**src/rtl/buzzer_pkg.sv**
```systemverilog
// buzzer_pkg: FSM state encoding and default Do..Si half-period dividers for a 125 MHz clock.
package buzzer_pkg;
  typedef enum logic [1:0] {IDLE, PLAY, GAP, KEY} state_t;
  localparam logic [23:0] DIV_DO  = 24'd238_549;
  localparam logic [23:0] DIV_RE  = 24'd212_585;
  localparam logic [23:0] DIV_MI  = 24'd189_393;
  localparam logic [23:0] DIV_FA  = 24'd179_083;
  localparam logic [23:0] DIV_SOL = 24'd159_438;
  localparam logic [23:0] DIV_LA  = 24'd142_045;
  localparam logic [23:0] DIV_SI  = 24'd126_518;
  localparam logic [167:0] DEF_DIV_TABLE = {DIV_SI, DIV_LA, DIV_SOL, DIV_FA, DIV_MI, DIV_RE, DIV_DO};
endpackage

```
**src/rtl/buzzer_seq_if.sv**
```systemverilog
// buzzer_seq_if: control inputs and status outputs of the buzzer sequencer.
interface buzzer_seq_if;
  logic       start;
  logic       stop;
  logic       loop_en;
  logic       key_valid;
  logic [3:0] key_idx;
  logic       beep;
  logic       busy;
  logic [3:0] note_idx;
  logic       done;
  modport master (output start, stop, loop_en, key_valid, key_idx, input beep, busy, note_idx, done);
  modport slave (input start, stop, loop_en, key_valid, key_idx, output beep, busy, note_idx, done);
endinterface

```
**src/rtl/buzzer_tone_gen.sv**
```systemverilog
// buzzer_tone_gen: half-period divider that toggles beep every div+1 enabled cycles.
module buzzer_tone_gen #(
  parameter int DIV_W = 24
) (
  input  logic             clk,
  input  logic             rst,
  input  logic [DIV_W-1:0] div,
  input  logic             en,
  input  logic             clr,
  output logic             beep
);
  logic [DIV_W-1:0] cnt;
  logic tc;
  assign tc = cnt == div;
  always_ff @(posedge clk or posedge rst)
    if (rst) begin
      cnt  <= '0;
      beep <= 1'b0;
    end else if (clr) begin
      cnt  <= '0;
      beep <= 1'b0;
    end else if (en) begin
      cnt  <= tc ? '0 : cnt + DIV_W'(1);
      beep <= beep ^ tc;
    end
endmodule

```
**src/rtl/buzzer_seq.sv**
```systemverilog
// buzzer_seq: plays a fixed note table as a square wave, with gaps, looping and a live key mode.
module buzzer_seq import buzzer_pkg::*; #(
  parameter int NOTE_NUM = 7,
  parameter int DIV_W    = 24,
  parameter int DUR_W    = 32,
  parameter int NOTE_DUR = 124_999_999,
  parameter int GAP_DUR  = 0,
  parameter logic [NOTE_NUM*DIV_W-1:0] DIV_TABLE = DEF_DIV_TABLE
) (
  input  logic         clk,
  input  logic         rst,
  buzzer_seq_if.slave  bus
);
  localparam logic [DUR_W-1:0] NOTE_LAST = DUR_W'(NOTE_DUR);
  localparam logic [DUR_W-1:0] GAP_LAST  = DUR_W'(GAP_DUR);
  localparam logic [3:0] NN        = 4'(NOTE_NUM);
  localparam logic [3:0] LAST_NOTE = 4'(NOTE_NUM - 1);
  state_t state, nxt;
  logic [3:0] note_q, note_nxt;
  logic [DUR_W-1:0] dur, dur_nxt;
  logic [DIV_W-1:0] div;
  logic done_q, done_nxt, clr, adv;
  always_comb begin
    nxt      = state;
    note_nxt = note_q;
    dur_nxt  = dur + DUR_W'(1);
    done_nxt = 1'b0;
    clr      = 1'b0;
    adv      = 1'b0;
    case (state)
      IDLE: begin
        dur_nxt  = '0;
        note_nxt = '0;
        clr      = 1'b1;
        if (bus.key_valid && bus.key_idx < NN) begin
          nxt      = KEY;
          note_nxt = bus.key_idx;
        end
      end
      PLAY:
        if (dur == NOTE_LAST) begin
          if (GAP_DUR > 0) begin
            nxt     = GAP;
            dur_nxt = '0;
            clr     = 1'b1;
          end else adv = 1'b1;
        end
      GAP: begin
        clr = 1'b1;
        adv = dur == GAP_LAST;
      end
      KEY: begin
        dur_nxt  = '0;
        note_nxt = bus.key_valid ? bus.key_idx : 4'd0;
        nxt      = bus.key_valid ? KEY : IDLE;
        clr      = !bus.key_valid || bus.key_idx != note_q || bus.key_idx >= NN;
      end
      default: nxt = IDLE;
    endcase
    // the last note either wraps (loop_en sampled here) or ends the run with done
    if (adv) begin
      dur_nxt  = '0;
      clr      = 1'b1;
      nxt      = (note_q < LAST_NOTE || bus.loop_en) ? PLAY : IDLE;
      note_nxt = note_q < LAST_NOTE ? note_q + 4'd1 : 4'd0;
      done_nxt = !(note_q < LAST_NOTE || bus.loop_en);
    end
    if (bus.start || bus.stop) begin
      nxt      = bus.stop ? IDLE : PLAY;
      note_nxt = '0;
      dur_nxt  = '0;
      clr      = 1'b1;
      done_nxt = 1'b0;
    end
  end
  always_ff @(posedge clk or posedge rst)
    if (rst) begin
      state  <= IDLE;
      note_q <= '0;
      dur    <= '0;
      done_q <= 1'b0;
    end else begin
      state  <= nxt;
      note_q <= note_nxt;
      dur    <= dur_nxt;
      done_q <= done_nxt;
    end
  // out-of-range indices select no entry and leave div at 0
  always_comb begin
    div = '0;
    for (int i = 0; i < NOTE_NUM; i++)
      if (note_q == 4'(i)) div = DIV_TABLE[i*DIV_W +: DIV_W];
  end
  buzzer_tone_gen #(.DIV_W(DIV_W)) u_tone (
    .clk  (clk),
    .rst  (rst),
    .div  (div),
    .en   (state == PLAY || state == KEY),
    .clr  (clr),
    .beep (bus.beep)
  );
  assign bus.busy     = state != IDLE;
  assign bus.note_idx = note_q;
  assign bus.done     = done_q;
endmodule

```
**src/flat_wrapper.sv**
```systemverilog
// flat-port wrapper written by rule: the top's interface ports become plain ports
module buzzer_seq_flat import buzzer_pkg::*;
#(
  parameter int NOTE_NUM = 7,
  parameter int DIV_W    = 24,
  parameter int DUR_W    = 32,
  parameter int NOTE_DUR = 124_999_999,
  parameter int GAP_DUR  = 0,
  parameter logic [NOTE_NUM*DIV_W-1:0] DIV_TABLE = DEF_DIV_TABLE
)
  (clk, rst, bus_start, bus_stop, bus_loop_en, bus_key_valid, bus_key_idx, bus_beep, bus_busy, bus_note_idx, bus_done);
  buzzer_seq_if bus_i ();
  input  logic clk;
  input  logic rst;
  input wire logic [$bits(bus_i.start)-1:0] bus_start;
  input wire logic [$bits(bus_i.stop)-1:0] bus_stop;
  input wire logic [$bits(bus_i.loop_en)-1:0] bus_loop_en;
  input wire logic [$bits(bus_i.key_valid)-1:0] bus_key_valid;
  input wire logic [$bits(bus_i.key_idx)-1:0] bus_key_idx;
  output wire logic [$bits(bus_i.beep)-1:0] bus_beep;
  output wire logic [$bits(bus_i.busy)-1:0] bus_busy;
  output wire logic [$bits(bus_i.note_idx)-1:0] bus_note_idx;
  output wire logic [$bits(bus_i.done)-1:0] bus_done;
  assign bus_i.start = bus_start;
  assign bus_i.stop = bus_stop;
  assign bus_i.loop_en = bus_loop_en;
  assign bus_i.key_valid = bus_key_valid;
  assign bus_i.key_idx = bus_key_idx;
  assign bus_beep = bus_i.beep;
  assign bus_busy = bus_i.busy;
  assign bus_note_idx = bus_i.note_idx;
  assign bus_done = bus_i.done;
  buzzer_seq #(.NOTE_NUM(NOTE_NUM), .DIV_W(DIV_W), .DUR_W(DUR_W), .NOTE_DUR(NOTE_DUR), .GAP_DUR(GAP_DUR), .DIV_TABLE(DIV_TABLE)) u_core (.clk(clk), .rst(rst), .bus(bus_i));
endmodule
```
**config.mk**
```make
export PLATFORM = sky130hd
export DESIGN_NAME = buzzer_seq_flat
export DESIGN_NICKNAME = d
export VERILOG_FILES = /design/src/rtl/buzzer_pkg.sv /design/src/rtl/buzzer_seq_if.sv /design/src/rtl/buzzer_tone_gen.sv /design/src/rtl/buzzer_seq.sv /design/src/flat_wrapper.sv
export SDC_FILE = /design/constraint.sdc
export NUM_CORES = 1
export LEC_CHECK = 0
export ABC_AREA = 1
export CAP_MARGIN = 40
export CORE_ASPECT_RATIO = 0.75
export CORE_MARGIN = 5
export CORE_UTILIZATION = 35
export CTS_CLUSTER_SIZE = 10
export DETAILED_ROUTE_END_ITERATION = 10
export PLACE_DENSITY = 0.58
export SETUP_SLACK_MARGIN = 0.15
export SLEW_MARGIN = 20
export SYNTH_ARGS = -nofsm -noshare
export SYNTH_HDL_FRONTEND = slang
export SYNTH_SLANG_ARGS = --single-unit
```
**constraint.sdc**
```tcl
create_clock -name clk -period 2.3 [get_ports clk]
set_input_delay 0.46 -clock clk [delete_from_list [all_inputs] [get_ports clk]]
set_output_delay 0.46 -clock clk [all_outputs]
set_load 0.005 [all_outputs]
```
# == After elaboration in Yosys (flattened, before gate mapping) ==
# Cells that the tools add are included.
# totals
latch_bits,0
ff_bits,64
romBits,0
mem_bits_rw,0
inputBits,10
out_inout_bits,7
n_memories,0
elab_cells,78
# op_classes
div_mod_pow,0
add_sub_neg,3
n_reduce_logical,17
n_mul,0
magnitude_cmp,3
shift,0
n_bitwise,1
n_mux,35
eq_ne,13
# ops
op,n
2-to-1 mux 18 bit,7
2-to-1 mux 32 bit,3
2-to-1 mux 24 bit,3
"adder 32 x 1 -> 32 bit, second input constant",1
"equality test 32 x 27 -> 1 bit, second input constant",1
zero test 32 bit,1
"adder 24 x 1 -> 24 bit, second input constant",1
equality test 24 x 18 -> 1 bit,1
2-to-1 mux 4 bit,5
"equality test 4 x 3 -> 1 bit, second input constant",3
2-to-1 mux 1 bit,9
"equality test 4 x 2 -> 1 bit, second input constant",2
"< comparator 4 x 3 -> 1 bit, second input constant",2
2-to-1 mux 2 bit,4
case mux 4 bit (2 select lines),1
logical OR 1 bit,5
"adder 4 x 1 -> 4 bit, second input constant",1
"equality test 2 bit, second input constant",2
"equality test 4 x 1 -> 1 bit, second input constant",1
"greater-or-equal comparator 4 x 3 -> 1 bit, second input constant",1
zero test 4 bit,1
"inequality test 4 x 1 -> 1 bit, second input constant",1
inequality test 4 bit,1
case mux 1 bit (2 select lines),2
other kinds (10),13

# == Depth between registers and ports, before layout ==
# logic_depth
ltp_word,12
ltp_mapped,17
ltp_nobuf,17

# == By module ==
# A second synthesis with hierarchy kept.
# hier_totals
cells_unflattened,764
area_unflattened_um2,5066.1
# by_module_without_submodules
module,area_per_inst_um2,cells_each,instances,seq_area_each_um2
buzzer_seq,2837.7,416,1,975.9
buzzer_tone_gen,2228.4,348,1,625.6

# == Least setup slack after synthesis ==
# Ideal clock, no wire load.
# synth_timing
path_kind,reg2reg
startpoint,register u_core.note_q[0] (netlist: u_core.bus.note_idx[0])
endpoint,register u_core.u_tone.cnt[0]
required_time_ps,2178
setup_slack_ps,179
setup_time_ps,122
arrival_ps,1999
n_path_buf,1
synth_period_minus_slack_ps,2121
stages_incl_launch_ff,16
cell_sequence,dfrtp_1 inv_1 ha_1 o21ai_2 nand2_1 inv_2 nand2_1 nand2_1 nand2_1 a21oi_1 nand2_1 nor2_1 nand2_1 nand2_2 buf_6 a21oi_1
# synth_between
elab_chain_cells,12
elab_cells_between_ends,25
classes_between,eq/ne: 8; mux: 13; reduce/logical: 4
# synth_lines
element,line_no,text
start: declaration,buzzer_seq.sv:19,"logic [3:0] note_q, note_nxt;"
start signal: assignment,buzzer_seq.sv:84,note_q <= note_nxt;
zero test 4 bit,buzzer_seq.sv:92,if (note_q == 4'(i)) div = DIV_TABLE[i*DIV_W +: DIV_W];
2-to-1 mux 18 bit (7 in series),buzzer_seq.sv:92,
equality test 24 x 18 -> 1 bit,buzzer_tone_gen.sv:14,assign tc = cnt == div;
2-to-1 mux 24 bit,buzzer_tone_gen.sv:23,cnt <= tc ? '0 : cnt + DIV_W'(1);
2-to-1 mux 24 bit,buzzer_tone_gen.sv:22,end else if (en) begin
2-to-1 mux 24 bit,buzzer_tone_gen.sv:19,end else if (clr) begin
end signal: assignment,buzzer_tone_gen.sv:23,
end: declaration,buzzer_tone_gen.sv:12,logic [DIV_W-1:0] cnt;
# Several ways; a longest one is shown, not always the timed one. The select of a mux whose other input is x is not followed.
# A chain may end at the register's enable or synchronous reset.

# == Final worst setup path ==
# layout_timing
startpoint,register u_core.note_q[1] (netlist: u_core.bus.note_idx[1])
endpoint,register u_core.u_tone.cnt[9]
# The elaborated chain is that of the path after synthesis.

==> metrics <==
Synth cell types 34; CP Capture Type flip-flop; Setup-failing EPs final 0; diode count 0; grt ovf 0; mapped cell area 4470 sq um; num ports 17; Final WS setup 0.00835 ns; vias per cell 5.04; Fill cells 1191; clk sinks 64; Max Clk Rate 436 MHz; detailed router's first-iteration violation count 366; Multi-input gate area 2830 sq um; critical path startpoint u_core.bus.note_idx[1]; Tcrit/Tclk final 0.996; synthesized flop and latch total 64; dpl cells 864; WP data required 2.51 ns; vias in the first global route 4174; Slew HR 0.729; ys async rst share 1.00; Syn Area/Cell 6.80 sq um; MaxCap Viol Count 0; per-cell routed wire length 14.9 microns; Area after DPL 5100 sq um; CTS buffer count 9; Total Wirelength 13.5 mm; DP Worst Slack -0.0839 ns; clk_skew 0.00559 ns; worst r2r src u_core.bus.note_idx[1]; crit path max fanout 14; die width 140 microns; CP Launch Type flip-flop; syn_nets 678; CP Capture Point u_core.u_tone.cnt[9]; minimum clock period 2.29 ns; clk_lat worst skew 0.33 ns; DRC 0; antenna violations before repair 0; RSZ-0062 raised after global routing true; reg-to-reg setup timing slack 0.008 ns; critical path type flip-flop to flip-flop; Die Y-Extent 108 microns; Hold Vio Cnt, Final 0; worst reg-to-reg path cell count 15; Clock Pin Slew Worst Setup and Hold Paths 0.06 ns; GPL Wtd Cong 0.949; Pwr Density 574 nW/um^2; yosys warns 0; CORE AREA 12400 sq um; arrival time worst endpoint 2.50 ns; Synth Instances 657; post-route ant nets 0; number of flops mapped to enable cells by yosys 0; largest net degree at the start of global routing 65; P&R area growth vs syn 37.4%; setup tns final 0 ns; post-route cell area 6140 sq um; # H-tree levels 3; Hold Slack 0.507 ns; clock buffer depth 2; buffers added on ports 16; # rows 35; main flop type after synthesis dfrtp_1; All-Layer GR Usage 0.173; CTS tree built; Static Leak 2.63 nW; status complete, no violations; Peak supply drop 0.450 mV; Pwr Total 3.52 mW; layout cell share with drive strength beyond 1 0.247; first-pass GRT wire length 21.1 mm; FF-to-FF End u_core.u_tone.cnt[9]; final max-slew violation count 0; total iterations of the first detailed-routing run 5; Finished Core Util 0.495; CTS root buf clkbuf_16; DP HPWL 9.05 mm; Layout Nets 757; Worst Max-Slew Pin Slew 0.403 ns; final non-filler cell total 907; Hold Path Class flip-flop to flip-flop; Initial Utilization 0.360; die area 15100 sq um; FF/Latch Area 1610 sq um; register area share after synthesis 0.359; via count 4574; hold_buf cts 0
==> cell usage after synthesis (3+ instances only) <==
library cell / instances / area [sq um]
inv_2: 8 / 30.0
o21ai_0: 17 / 85.1
nor3_1: 23 / 115
nor4_1: 7 / 43.8
xor2_1: 27 / 236
nor3_2: 3 / 30.0
a21oi_1: 15 / 75.1
nand4_1: 14 / 87.6
inv_1: 81 / 304
o21a_1: 4 / 30.0
o21ai_1: 22 / 110
xnor2_1: 8 / 70.1
nor2_1: 87 / 327
dfrtp_1: 64 / 1600
buf_2: 6 / 30.0
nor2_2: 5 / 31.3
nand3_1: 55 / 275
nand2_1: 178 / 668
or2_2: 3 / 18.8
ha_1: 11 / 138
==> power by group <==
part / total, mW / internal (mW) / switching [mW]
registers: 1.17 / 1.15 / 0.0229
logic: 0.809 / 0.340 / 0.469
clock network: 1.54 / 1.04 / 0.504
==> placed cells by master, fill, tap and decap left out, types with 4 or more instances in the layout <==
master	n
nor3_2	5
dfrtp_2	4
ha_1	6
ha_4	4
nand2_1	156
buf_4	46
nand3_1	44
a21oi_1	15
inv_4	4
nand3_2	9
inv_2	10
o21ai_1	16
dfrtp_1	60
nand2_4	4
nor3_1	20
xor2_1	26
nand2_2	19
buf_12	6
nor2_2	11
xnor2_1	8
nor2_4	10
inv_1	74
clkbuf_16	12
o21ai_0	14
nor4_1	5
clkdlybuf4s50_1	16
o21ai_2	7
o21a_1	4
nor2_1	73
nand4_1	14
buf_6	9
==> cells by family after synthesis <==
logic type / Yosys count / synth area share
adders and majority gates: 11 / 0.0308
xor gates and xnor gates: 35 / 0.0686
AOI/OAI and AO/OA: 63 / 0.0759
buffers and inverters: 101 / 0.0919
DFF: 64 / 0.359
and+or+nand+nor: 383 / 0.374
==> area by class of cell <==
class | count | area share
multi-input cells | 492 | 0.461
flip-flops and latches | 64 | 0.262
well taps | 166 | 0.0338
inverters | 89 | 0.0567
clock buffers | 12 | 0.0434
clock inverters | 4 | 0.0122
repair buffers | 80 | 0.131
==> registers in the layout, indices dropped and copies added (netlist names) <==
signal	flops
u_core.u_tone.beep	1
u_core.u_tone.cnt	24
u_core.bus.note_idx	4
u_core.state	2
u_core.bus.done	1
u_core.dur	32
==> repair_timing <==
item / 4_1_cts / 5_1_grt
gates cloned: 0 / 4
setup endpoints to repair: 38 / 60
pin swaps: 5 / 22
hold endpoints to repair: 0 / 0
setup buffers: 8 / 15
resized for setup: 46 / 69
==> worst min-delay path by stage <==
stage / slack, ns / depth (start not counted) / end / startpoint
finish: 0.51 / 2 / u_core.u_tone.cnt[22] / u_core.u_tone.cnt[22]
global placement: 0.50 / 2 / u_core.u_tone.cnt[22] / u_core.u_tone.cnt[22]
detailed placement: 0.50 / 2 / u_core.u_tone.cnt[22] / u_core.u_tone.cnt[22]
global route: 0.55 / 3 / u_core.dur[24] / rst
floorplan: 0.47 / 2 / u_core.u_tone.cnt[22] / u_core.u_tone.cnt[22]
CTS: 0.51 / 2 / u_core.u_tone.cnt[22] / u_core.u_tone.cnt[22]
==> worst max-delay path, stage by stage, from the launching register on <==
cell,delay [ns]
dfrtp_2,0.44
buf_12,0.14
ha_4,0.19
o21ai_4,0.23
nand2_2,0.10
inv_2,0.08
nand2_2,0.05
nand2_1,0.06
nand2_1,0.09
nor2_4,0.11
nand3_2,0.11
nor2_4,0.16
nand2_2,0.09
nand2_4,0.10
buf_12,0.14
o21ai_1,0.06
==> per-layer routing <==
metal,share of wire,vias up,track usage
met5,0,-,0
met4,0.0097,0,0.0443
met3,0.059,12,0.0386
met2,0.43,130,0.247
met1,0.50,2176,0.260
li1,-,2256,-
No activity file was read; power rests on OpenSTA's default activity.
